==> config.mk <==
export PLATFORM = sky130hd
export DESIGN_NAME = bf_sequencer_flat
export DESIGN_NICKNAME = d
export VERILOG_FILES = /design/src/rtl/bf_pkg.sv /design/src/rtl/bf_sequencer_if.sv /design/src/rtl/bf_depth_ctr.sv /design/src/rtl/bf_sequencer.sv /design/src/flat_wrapper.sv
export SDC_FILE = /design/constraint.sdc
export NUM_CORES = 1
export LEC_CHECK = 0
export CAP_MARGIN = 20
export CORE_MARGIN = 2
export CORE_UTILIZATION = 51
export CTS_CLUSTER_SIZE = 12
export DETAILED_ROUTE_END_ITERATION = 10
export PLACE_DENSITY = 0.85
export SLEW_MARGIN = 20
export SYNTH_ARGS = -nofsm -noshare
export SYNTH_HDL_FRONTEND = slang
export SYNTH_SLANG_ARGS = --single-unit
==> constraint.sdc <==
create_clock -name clk -period 7.15 [get_ports clk]
set_clock_uncertainty 0.15 [all_clocks]
set_input_delay 0.715 -clock clk [delete_from_list [all_inputs] [get_ports clk]]
set_output_delay 0.715 -clock clk [all_outputs]
set_load 0.01 [all_outputs]
==> src/rtl/bf_pkg.sv <==
// ============================================================================
// Module : bf_pkg
// Brief  : Opcode encodings, sequencer state type and PC-step codes.
// Rev    : 1.0  initial release
// ============================================================================
`default_nettype none

package bf_pkg;

  localparam logic [2:0] OP_DPINC = 3'b000;
  localparam logic [2:0] OP_DPDEC = 3'b001;
  localparam logic [2:0] OP_INC   = 3'b010;
  localparam logic [2:0] OP_DEC   = 3'b011;
  localparam logic [2:0] OP_OUT   = 3'b100;
  localparam logic [2:0] OP_IN    = 3'b101;
  localparam logic [2:0] OP_JZ    = 3'b110;
  localparam logic [2:0] OP_JNZ   = 3'b111;

  typedef enum logic [1:0] {
    RUN       = 2'd0,
    SCAN_FWD  = 2'd1,
    SCAN_BACK = 2'd2
  } state_t;

  // Two-bit signed step codes, sign-extended to PC_W at the port
  localparam logic signed [1:0] PCD_STALL = 2'sb00;
  localparam logic signed [1:0] PCD_FWD   = 2'sb01;
  localparam logic signed [1:0] PCD_BACK  = 2'sb11;

endpackage

`default_nettype wire

==> src/rtl/bf_sequencer_if.sv <==
// ============================================================================
// Module : bf_sequencer_if
// Brief  : Fetch / datapath / I/O handshake bundle around the sequencer.
// Rev    : 1.0  initial release
// ============================================================================
`default_nettype none

interface bf_sequencer_if #(
  parameter int PC_W = 16
);
  logic [2:0]      nextop;
  logic [PC_W-1:0] pcdelta;
  logic            cell_zero;
  logic            out_ready;
  logic            in_valid;
  logic            dp_inc;
  logic            dp_dec;
  logic            cell_inc;
  logic            cell_dec;
  logic            out_valid;
  logic            cell_load;

  modport master (
    input  nextop, cell_zero, out_ready, in_valid,
    output pcdelta, dp_inc, dp_dec, cell_inc, cell_dec, out_valid, cell_load
  );

  modport slave (
    output nextop, cell_zero, out_ready, in_valid,
    input  pcdelta, dp_inc, dp_dec, cell_inc, cell_dec, out_valid, cell_load
  );
endinterface

`default_nettype wire

==> src/rtl/bf_depth_ctr.sv <==
// ============================================================================
// Module : bf_depth_ctr
// Brief  : Saturating bracket-depth counter, decrement-to-zero detect, sticky
//          overflow flag.
// Rev    : 1.0  initial release
// ============================================================================
`default_nettype none

module bf_depth_ctr #(
  parameter int DEPTH_W = 8
) (
  input  logic               clk,
  input  logic               rst,
  input  logic               load_one,
  input  logic               inc,
  input  logic               dec,
  output logic [DEPTH_W-1:0] depth,
  output logic               dec_zero,
  output logic               err
);

  assign dec_zero = (depth == DEPTH_W'(1));

  always_ff @(posedge clk or posedge rst) begin
    if (rst) begin
      depth <= '0;
      err   <= 1'b0;
    end else if (load_one) begin
      depth <= DEPTH_W'(1);
    end else if (inc) begin
      if (&depth) err   <= 1'b1;
      else        depth <= depth + DEPTH_W'(1);
    end else if (dec) begin
      if (depth != '0) depth <= depth - DEPTH_W'(1);
    end
  end

endmodule

`default_nettype wire

==> src/rtl/bf_sequencer.sv <==
// ============================================================================
// Module : bf_sequencer
// Brief  : Opcode sequencer with linear bracket scanning; optional counters
//          retired/scan_cycles enabled by macro BF_SEQ_PERF_EN.
// Rev    : 1.0  initial release
// ============================================================================
`default_nettype none

module bf_sequencer
  import bf_pkg::*;
#(
  parameter int PC_W    = 16,
  parameter int DEPTH_W = 8
) (
  input  logic                  clk,
  input  logic                  rst,
  input  logic                  run,
  bf_sequencer_if.master        bus,
`ifdef BF_SEQ_PERF_EN
  output logic [31:0]           retired,
  output logic [31:0]           scan_cycles,
`endif
  output logic                  depth_err
);

  state_t            state, state_n;
  logic signed [1:0] pcd;
  logic              ld_one, d_inc, d_dec, dec_zero;
  logic [DEPTH_W-1:0] depth;

  bf_depth_ctr #(.DEPTH_W(DEPTH_W)) u_depth (
    .clk      (clk),
    .rst      (rst),
    .load_one (ld_one),
    .inc      (d_inc),
    .dec      (d_dec),
    .depth    (depth),
    .dec_zero (dec_zero),
    .err      (depth_err)
  );

  always_ff @(posedge clk or posedge rst) begin
    if (rst) state <= RUN;
    else     state <= state_n;
  end

  always_comb begin
    state_n       = state;
    pcd           = PCD_STALL;
    ld_one        = 1'b0;
    d_inc         = 1'b0;
    d_dec         = 1'b0;
    bus.dp_inc    = 1'b0;
    bus.dp_dec    = 1'b0;
    bus.cell_inc  = 1'b0;
    bus.cell_dec  = 1'b0;
    bus.out_valid = 1'b0;
    bus.cell_load = 1'b0;
    // rst gates outputs so nothing fires while the async reset is held
    if (run && !rst) begin
      case (state)
        RUN: begin
          case (bus.nextop)
            OP_DPINC: begin bus.dp_inc   = 1'b1; pcd = PCD_FWD; end
            OP_DPDEC: begin bus.dp_dec   = 1'b1; pcd = PCD_FWD; end
            OP_INC:   begin bus.cell_inc = 1'b1; pcd = PCD_FWD; end
            OP_DEC:   begin bus.cell_dec = 1'b1; pcd = PCD_FWD; end
            OP_OUT: begin
              bus.out_valid = 1'b1;
              if (bus.out_ready) pcd = PCD_FWD;
            end
            OP_IN: begin
              if (bus.in_valid) begin
                bus.cell_load = 1'b1;
                pcd           = PCD_FWD;
              end
            end
            OP_JZ: begin
              pcd = PCD_FWD;
              if (bus.cell_zero) begin
                ld_one  = 1'b1;
                state_n = SCAN_FWD;
              end
            end
            OP_JNZ: begin
              if (bus.cell_zero) begin
                pcd = PCD_FWD;
              end else begin
                pcd     = PCD_BACK;
                ld_one  = 1'b1;
                state_n = SCAN_BACK;
              end
            end
          endcase
        end
        SCAN_FWD: begin
          // The match cycle still steps +1, landing just past the ']'
          pcd = PCD_FWD;
          if (bus.nextop == OP_JZ) begin
            d_inc = 1'b1;
          end else if (bus.nextop == OP_JNZ) begin
            d_dec = 1'b1;
            if (dec_zero) state_n = RUN;
          end
        end
        SCAN_BACK: begin
          pcd = PCD_BACK;
          if (bus.nextop == OP_JNZ) begin
            d_inc = 1'b1;
          end else if (bus.nextop == OP_JZ) begin
            d_dec = 1'b1;
            if (dec_zero) begin
              pcd     = PCD_FWD;
              state_n = RUN;
            end
          end
        end
        default: state_n = RUN;
      endcase
    end
  end

  assign bus.pcdelta = PC_W'(pcd);

`ifdef BF_SEQ_PERF_EN
  always_ff @(posedge clk or posedge rst) begin
    if (rst) begin
      retired     <= '0;
      scan_cycles <= '0;
    end else if (run) begin
      if (state == RUN && pcd != PCD_STALL) retired <= retired + 32'd1;
      if (state != RUN)                     scan_cycles <= scan_cycles + 32'd1;
    end
  end
`endif

endmodule

`default_nettype wire

==> src/flat_wrapper.sv <==
// flat-port wrapper written by rule: the top's interface ports become plain ports
module bf_sequencer_flat import bf_pkg::*;
#(
  parameter int PC_W    = 16,
  parameter int DEPTH_W = 8
)
  (clk, rst, run, depth_err, bus_nextop, bus_cell_zero, bus_out_ready, bus_in_valid, bus_pcdelta, bus_dp_inc, bus_dp_dec, bus_cell_inc, bus_cell_dec, bus_out_valid, bus_cell_load);
  bf_sequencer_if #(.PC_W(PC_W)) bus_i ();
  input  logic clk;
  input  logic rst;
  input  logic run;
  output logic depth_err;
  input wire logic [$bits(bus_i.nextop)-1:0] bus_nextop;
  input wire logic [$bits(bus_i.cell_zero)-1:0] bus_cell_zero;
  input wire logic [$bits(bus_i.out_ready)-1:0] bus_out_ready;
  input wire logic [$bits(bus_i.in_valid)-1:0] bus_in_valid;
  output wire logic [$bits(bus_i.pcdelta)-1:0] bus_pcdelta;
  output wire logic [$bits(bus_i.dp_inc)-1:0] bus_dp_inc;
  output wire logic [$bits(bus_i.dp_dec)-1:0] bus_dp_dec;
  output wire logic [$bits(bus_i.cell_inc)-1:0] bus_cell_inc;
  output wire logic [$bits(bus_i.cell_dec)-1:0] bus_cell_dec;
  output wire logic [$bits(bus_i.out_valid)-1:0] bus_out_valid;
  output wire logic [$bits(bus_i.cell_load)-1:0] bus_cell_load;
  assign bus_i.nextop = bus_nextop;
  assign bus_i.cell_zero = bus_cell_zero;
  assign bus_i.out_ready = bus_out_ready;
  assign bus_i.in_valid = bus_in_valid;
  assign bus_pcdelta = bus_i.pcdelta;
  assign bus_dp_inc = bus_i.dp_inc;
  assign bus_dp_dec = bus_i.dp_dec;
  assign bus_cell_inc = bus_i.cell_inc;
  assign bus_cell_dec = bus_i.cell_dec;
  assign bus_out_valid = bus_i.out_valid;
  assign bus_cell_load = bus_i.cell_load;
  bf_sequencer #(.PC_W(PC_W), .DEPTH_W(DEPTH_W)) u_core (.clk(clk), .rst(rst), .run(run), .bus(bus_i), .depth_err(depth_err));
endmodule
==> impl_metrics.prom <==
# TYPE chip_impl_metric gauge
chip_impl_metric{name="maxCapViolations",unit=""} 0
chip_impl_metric{name="total_setup_buffers_inserted_after_cts",unit=""} 0
chip_impl_info{name="rsz0062_at_grt",value="no"} 1
chip_impl_metric{name="route.detailed.vias_per_inst",unit=""} 5.91
chip_impl_metric{name="filler_cell_count",unit=""} 171
chip_impl_metric{name="arrival_time_at_the_worst_endpoint",unit="ns"} 3.16
chip_impl_metric{name="synth_sequential_area_ratio",unit=""} 0.250
chip_impl_info{name="cp-end-kind",value="output port"} 1
chip_impl_metric{name="areaGrowthSynthToFinish",unit="%"} 22.0
chip_impl_metric{name="numClockSinks",unit=""} 11
chip_impl_metric{name="grt_antenna_before_repair",unit=""} 0
chip_impl_metric{name="maxClockFrequency",unit="GHz"} 0.248
chip_impl_metric{name="worst_slew_pin_slew",unit="ns"} 1.03
chip_impl_info{name="layout.cells.most_common_list",value="clkdlybuf4s50_1, nor2_1, dfrtp_1"} 1
chip_impl_metric{name="grt_start_max_net_pins",unit=""} 16
chip_impl_metric{name="p_leak",unit="nW"} 0.544
chip_impl_metric{name="die_width",unit="um"} 50.5
chip_impl_metric{name="grt_pass1_vias",unit=""} 996
chip_impl_metric{name="worst_skew_pair.late_latency",unit="ns"} 0.27
chip_impl_metric{name="syn-mean-instance-area",unit="um2"} 7.87
chip_impl_info{name="final_common_cell",value="clkdlybuf4s50_1"} 1
chip_impl_metric{name="synth_async_sr_flop_share",unit=""} 1.00
chip_impl_info{name="post_synth_main_area_contributors",value="dfrtp_1, buf_4, ha_1"} 1
chip_impl_metric{name="cts-buffers-inserted",unit=""} 3
chip_impl_info{name="synthDominantAreaCellType",value="dfrtp_1"} 1
chip_impl_info{name="criticalPathCategory",value="in2out"} 1
chip_impl_metric{name="dp_hpwl",unit="um"} 1970
chip_impl_info{name="timing.critical_path.cells",value="clkdlybuf4s50_1, nand2_1, nor3_1, a21oi_1, nor3_2, clkdlybuf4s50_1"} 1
chip_impl_metric{name="timing.max_slew.rel_slack",unit=""} 0.305
chip_impl_metric{name="remaining_drc_errors",unit=""} 0
chip_impl_metric{name="cts.path.max_buffers",unit=""} 2
chip_impl_metric{name="finalSetupTns",unit="ns"} 0
chip_impl_metric{name="power.clock.fraction",unit=""} 0.119
chip_impl_metric{name="finalSetupViolCount",unit=""} 0
chip_impl_info{name="timing.hold.worst.class",value="reg2reg"} 1
chip_impl_metric{name="track_usage",unit=""} 0.217
chip_impl_info{name="r2r-start",value="u_core.state[0]$_DFFE_PP0P_"} 1
chip_impl_metric{name="r2r.worst_path.cells",unit=""} 7
chip_impl_metric{name="core_region_area",unit="mm2"} 0.00200
chip_impl_metric{name="min_period_over_period",unit=""} 0.564
chip_impl_metric{name="drt_first_pass_iters",unit=""} 4
chip_impl_info{name="hp-start",value="u_core.u_depth.err$_DFFE_PP0P_"} 1
chip_impl_metric{name="synth_fp_nets",unit=""} 157
chip_impl_info{name="whs_endpoint",value="u_core.u_depth.err$_DFFE_PP0P_"} 1
chip_impl_metric{name="synthCells",unit=""} 140
chip_impl_metric{name="fin_nets",unit=""} 173
chip_impl_metric{name="die_area",unit="mm2"} 0.00255
chip_impl_metric{name="timing.hold.worst_path_depth",unit=""} 1
chip_impl_metric{name="path_clk_slew",unit="ns"} 0.06
chip_impl_metric{name="critical_path.max_fanout",unit=""} 15
chip_impl_info{name="clock_tree.root_cell",value="clkbuf_4"} 1
chip_impl_metric{name="detail_route.iter0.violations",unit=""} 29
chip_impl_metric{name="ys.warnings.count",unit=""} 0
chip_impl_info{name="outcome",value="finished, final reports clean"} 1
chip_impl_metric{name="timing_max_transition_violations_final",unit=""} 0
chip_impl_metric{name="synthDistinctLibCells",unit=""} 33
chip_impl_metric{name="report.final.hold_viol_count",unit=""} 0
chip_impl_metric{name="final.min_clock_period",unit="ns"} 4.03
chip_impl_metric{name="synthDominantCellAreaShare",unit=""} 0.250
chip_impl_metric{name="h_tree_levels",unit=""} 1
chip_impl_info{name="postSynth.topFlopCell",value="dfrtp_1"} 1
chip_impl_metric{name="gpl.final_weighted_congestion",unit=""} 0.804
chip_impl_metric{name="cts_hold_buffers",unit=""} 0
chip_impl_metric{name="power.internal",unit="mW"} 0.191
chip_impl_metric{name="routed_wire_length_per_instance",unit="um"} 14.7
chip_impl_metric{name="power.switching_fraction",unit=""} 0.466
chip_impl_metric{name="initial_core_utilization",unit=""} 0.551
chip_impl_metric{name="setup.reg_to_reg.worst_slack",unit="ns"} 4.48
chip_impl_metric{name="share_comb_of_total_power",unit=""} 0.558
chip_impl_metric{name="design.portCount",unit=""} 32
chip_impl_metric{name="fin_ws",unit="ns"} 3.12
chip_impl_metric{name="critical_path_required",unit="ns"} 6.28
chip_impl_info{name="path_delay_family",value="buffers and inverters"} 1
chip_impl_metric{name="routed-via-count",unit=""} 1075
chip_impl_metric{name="edff_count_synth",unit=""} 0
chip_impl_metric{name="antenna_cells",unit=""} 0
chip_impl_metric{name="drt_wl_total",unit="um"} 2670
chip_impl_metric{name="overflow",unit=""} 0
chip_impl_metric{name="num_rows",unit=""} 16
chip_impl_info{name="crit_slowest_cell",value="clkdlybuf4s50_1"} 1
chip_impl_info{name="cts_tree",value="done"} 1
chip_impl_metric{name="mappedNetlistArea",unit="mm2"} 0.00110
chip_impl_metric{name="fp.dieH",unit="um"} 50.5
chip_impl_metric{name="cp_slowest_stage_delay",unit="ns"} 0.79
chip_impl_metric{name="post_route_cells_drive_above_1_share",unit=""} 0.0516
chip_impl_metric{name="grt_pass1_wl",unit="um"} 4360
chip_impl_metric{name="vdd.ir_drop.worst",unit="mV"} 0.170
chip_impl_metric{name="power.density_cell_area",unit="mW/mm2"} 266
chip_impl_metric{name="port_buffers",unit=""} 31
chip_impl_info{name="crit_path_start_kind",value="input pin"} 1
chip_impl_metric{name="ys_seq_elements",unit=""} 11
chip_impl_metric{name="p_seq_frac",unit=""} 0.323
chip_impl_metric{name="cp.buffers_inverters",unit=""} 2
chip_impl_metric{name="dp_worst_setup_slack",unit="ns"} 2.72
chip_impl_metric{name="cts.repair.resized",unit=""} 0
chip_impl_metric{name="power.switching",unit="mW"} 0.167
chip_impl_metric{name="final_ant_viol_nets",unit=""} 0
chip_impl_info{name="path_common_cell",value="clkdlybuf4s50_1"} 1
chip_impl_info{name="regToRegEndpoint",value="u_core.u_depth.depth[1]$_DFFE_PP0P_"} 1
-- layout make-up --
class	instances	area, um2	area share
tap	27	33.8	0.0251
timing repair buffer	31	310	0.231
sequential	11	275	0.205
inverter	7	26.3	0.0195
clock buffer	4	26.3	0.0195
multi-input combinational	102	673	0.500
-- power by group through the flow --
stage / registers (mW) / logic, mW / clock network, mW
after global placement: 0.113 / 0.184 / 0
after detailed placement: 0.116 / 0.193 / 0
after global routing: 0.120 / 0.220 / 0.0459
final: 0.116 / 0.200 / 0.0426
after CTS: 0.115 / 0.195 / 0.0434
after floorplan: 0.104 / 0.152 / 0
-- cell families (layout without fill, tap and decap cells) --
logic type      Yosys count  in the layout  share of synthesized area
mux                       7              7                     0.0692
simple gates             60             60                      0.286
buf+inv                  27             42                      0.144
xor+xnor                  3              3                     0.0238
compound gates           24             24                      0.136
flops                    11             11                      0.250
fa+ha+maj                 8              8                     0.0908
-- worst max path at each step --
| stage | start | endpoint | slack, ns | cells after the start |
|---|---|---|---|---|
| finish | bus_nextop[0] | bus_pcdelta[6] | 3.12 | 6 |
| global route | bus_nextop[0] | bus_pcdelta[6] | 2.93 | 6 |
| CTS | bus_nextop[0] | bus_pcdelta[2] | 2.70 | 6 |
| detailed placement | bus_nextop[0] | bus_pcdelta[2] | 2.72 | 6 |
| global placement | bus_nextop[0] | bus_pcdelta[11] | 2.88 | 6 |
| floorplan | rst | bus_pcdelta[10] | 3.78 | 4 |
-- layer usage --
metal	wire length, um	GRT usage	vias up
met1	1110	0.266	504
met4	40	0.0631	0
li1	-	-	516
met5	0	0	-
met3	160	0.0179	5
met2	1360	0.401	50
-- state kept, by name, summed over array words and instances, names as in the netlist --
signal / count
u_core.u_depth.depth: 8
u_core.state: 2
u_core.u_depth.err: 1
-- through the flow --
| step | hold slack, ns | total power [mW] | utilization | instance area [um2] | cells |
|---|---|---|---|---|---|
| floorplan | 0.362 | 0.255 | - | 1100 | 140 |
| global placement | 0.319 | 0.297 | 0.656 | 1310 | 178 |
| detailed placement | 0.317 | 0.309 | 0.656 | 1310 | 178 |
| CTS | 0.332 | 0.353 | 0.669 | 1340 | 182 |
| global route | 0.338 | 0.386 | 0.672 | 1350 | 182 |
| finish | 0.335 | 0.358 | 0.672 | 1350 | 182 |
-- synthesized netlist by cell type (2+ instances only) --
library cell  number
and3_1             2
buf_2              3
ha_1               8
nor4_1             3
nand4_1            2
nor4b_1            2
nand2_1           10
o21ai_0            6
nand2b_1           3
mux2i_1            5
or3_1              8
dfrtp_1           11
nand3_1            7
clkbuf_1           2
nor2_1            12
inv_1              7
nor3_1             8
a21oi_1            9
xnor2_1            2
nand4b_1           2
a22oi_1            3
buf_4             14
-- worst register-to-register path, delay by kind of cell, from the launching register on --
family                     cells  cell delay, ns
AOI/OAI and AO/OA              1            0.47
and+or+nand+nor                2            0.65
muxes                          2            0.43
DFF                            1            0.41
buffers and inverters          1            0.13
adders and majority gates      1            0.27
No activity file was read; power rests on OpenSTA's default activity.
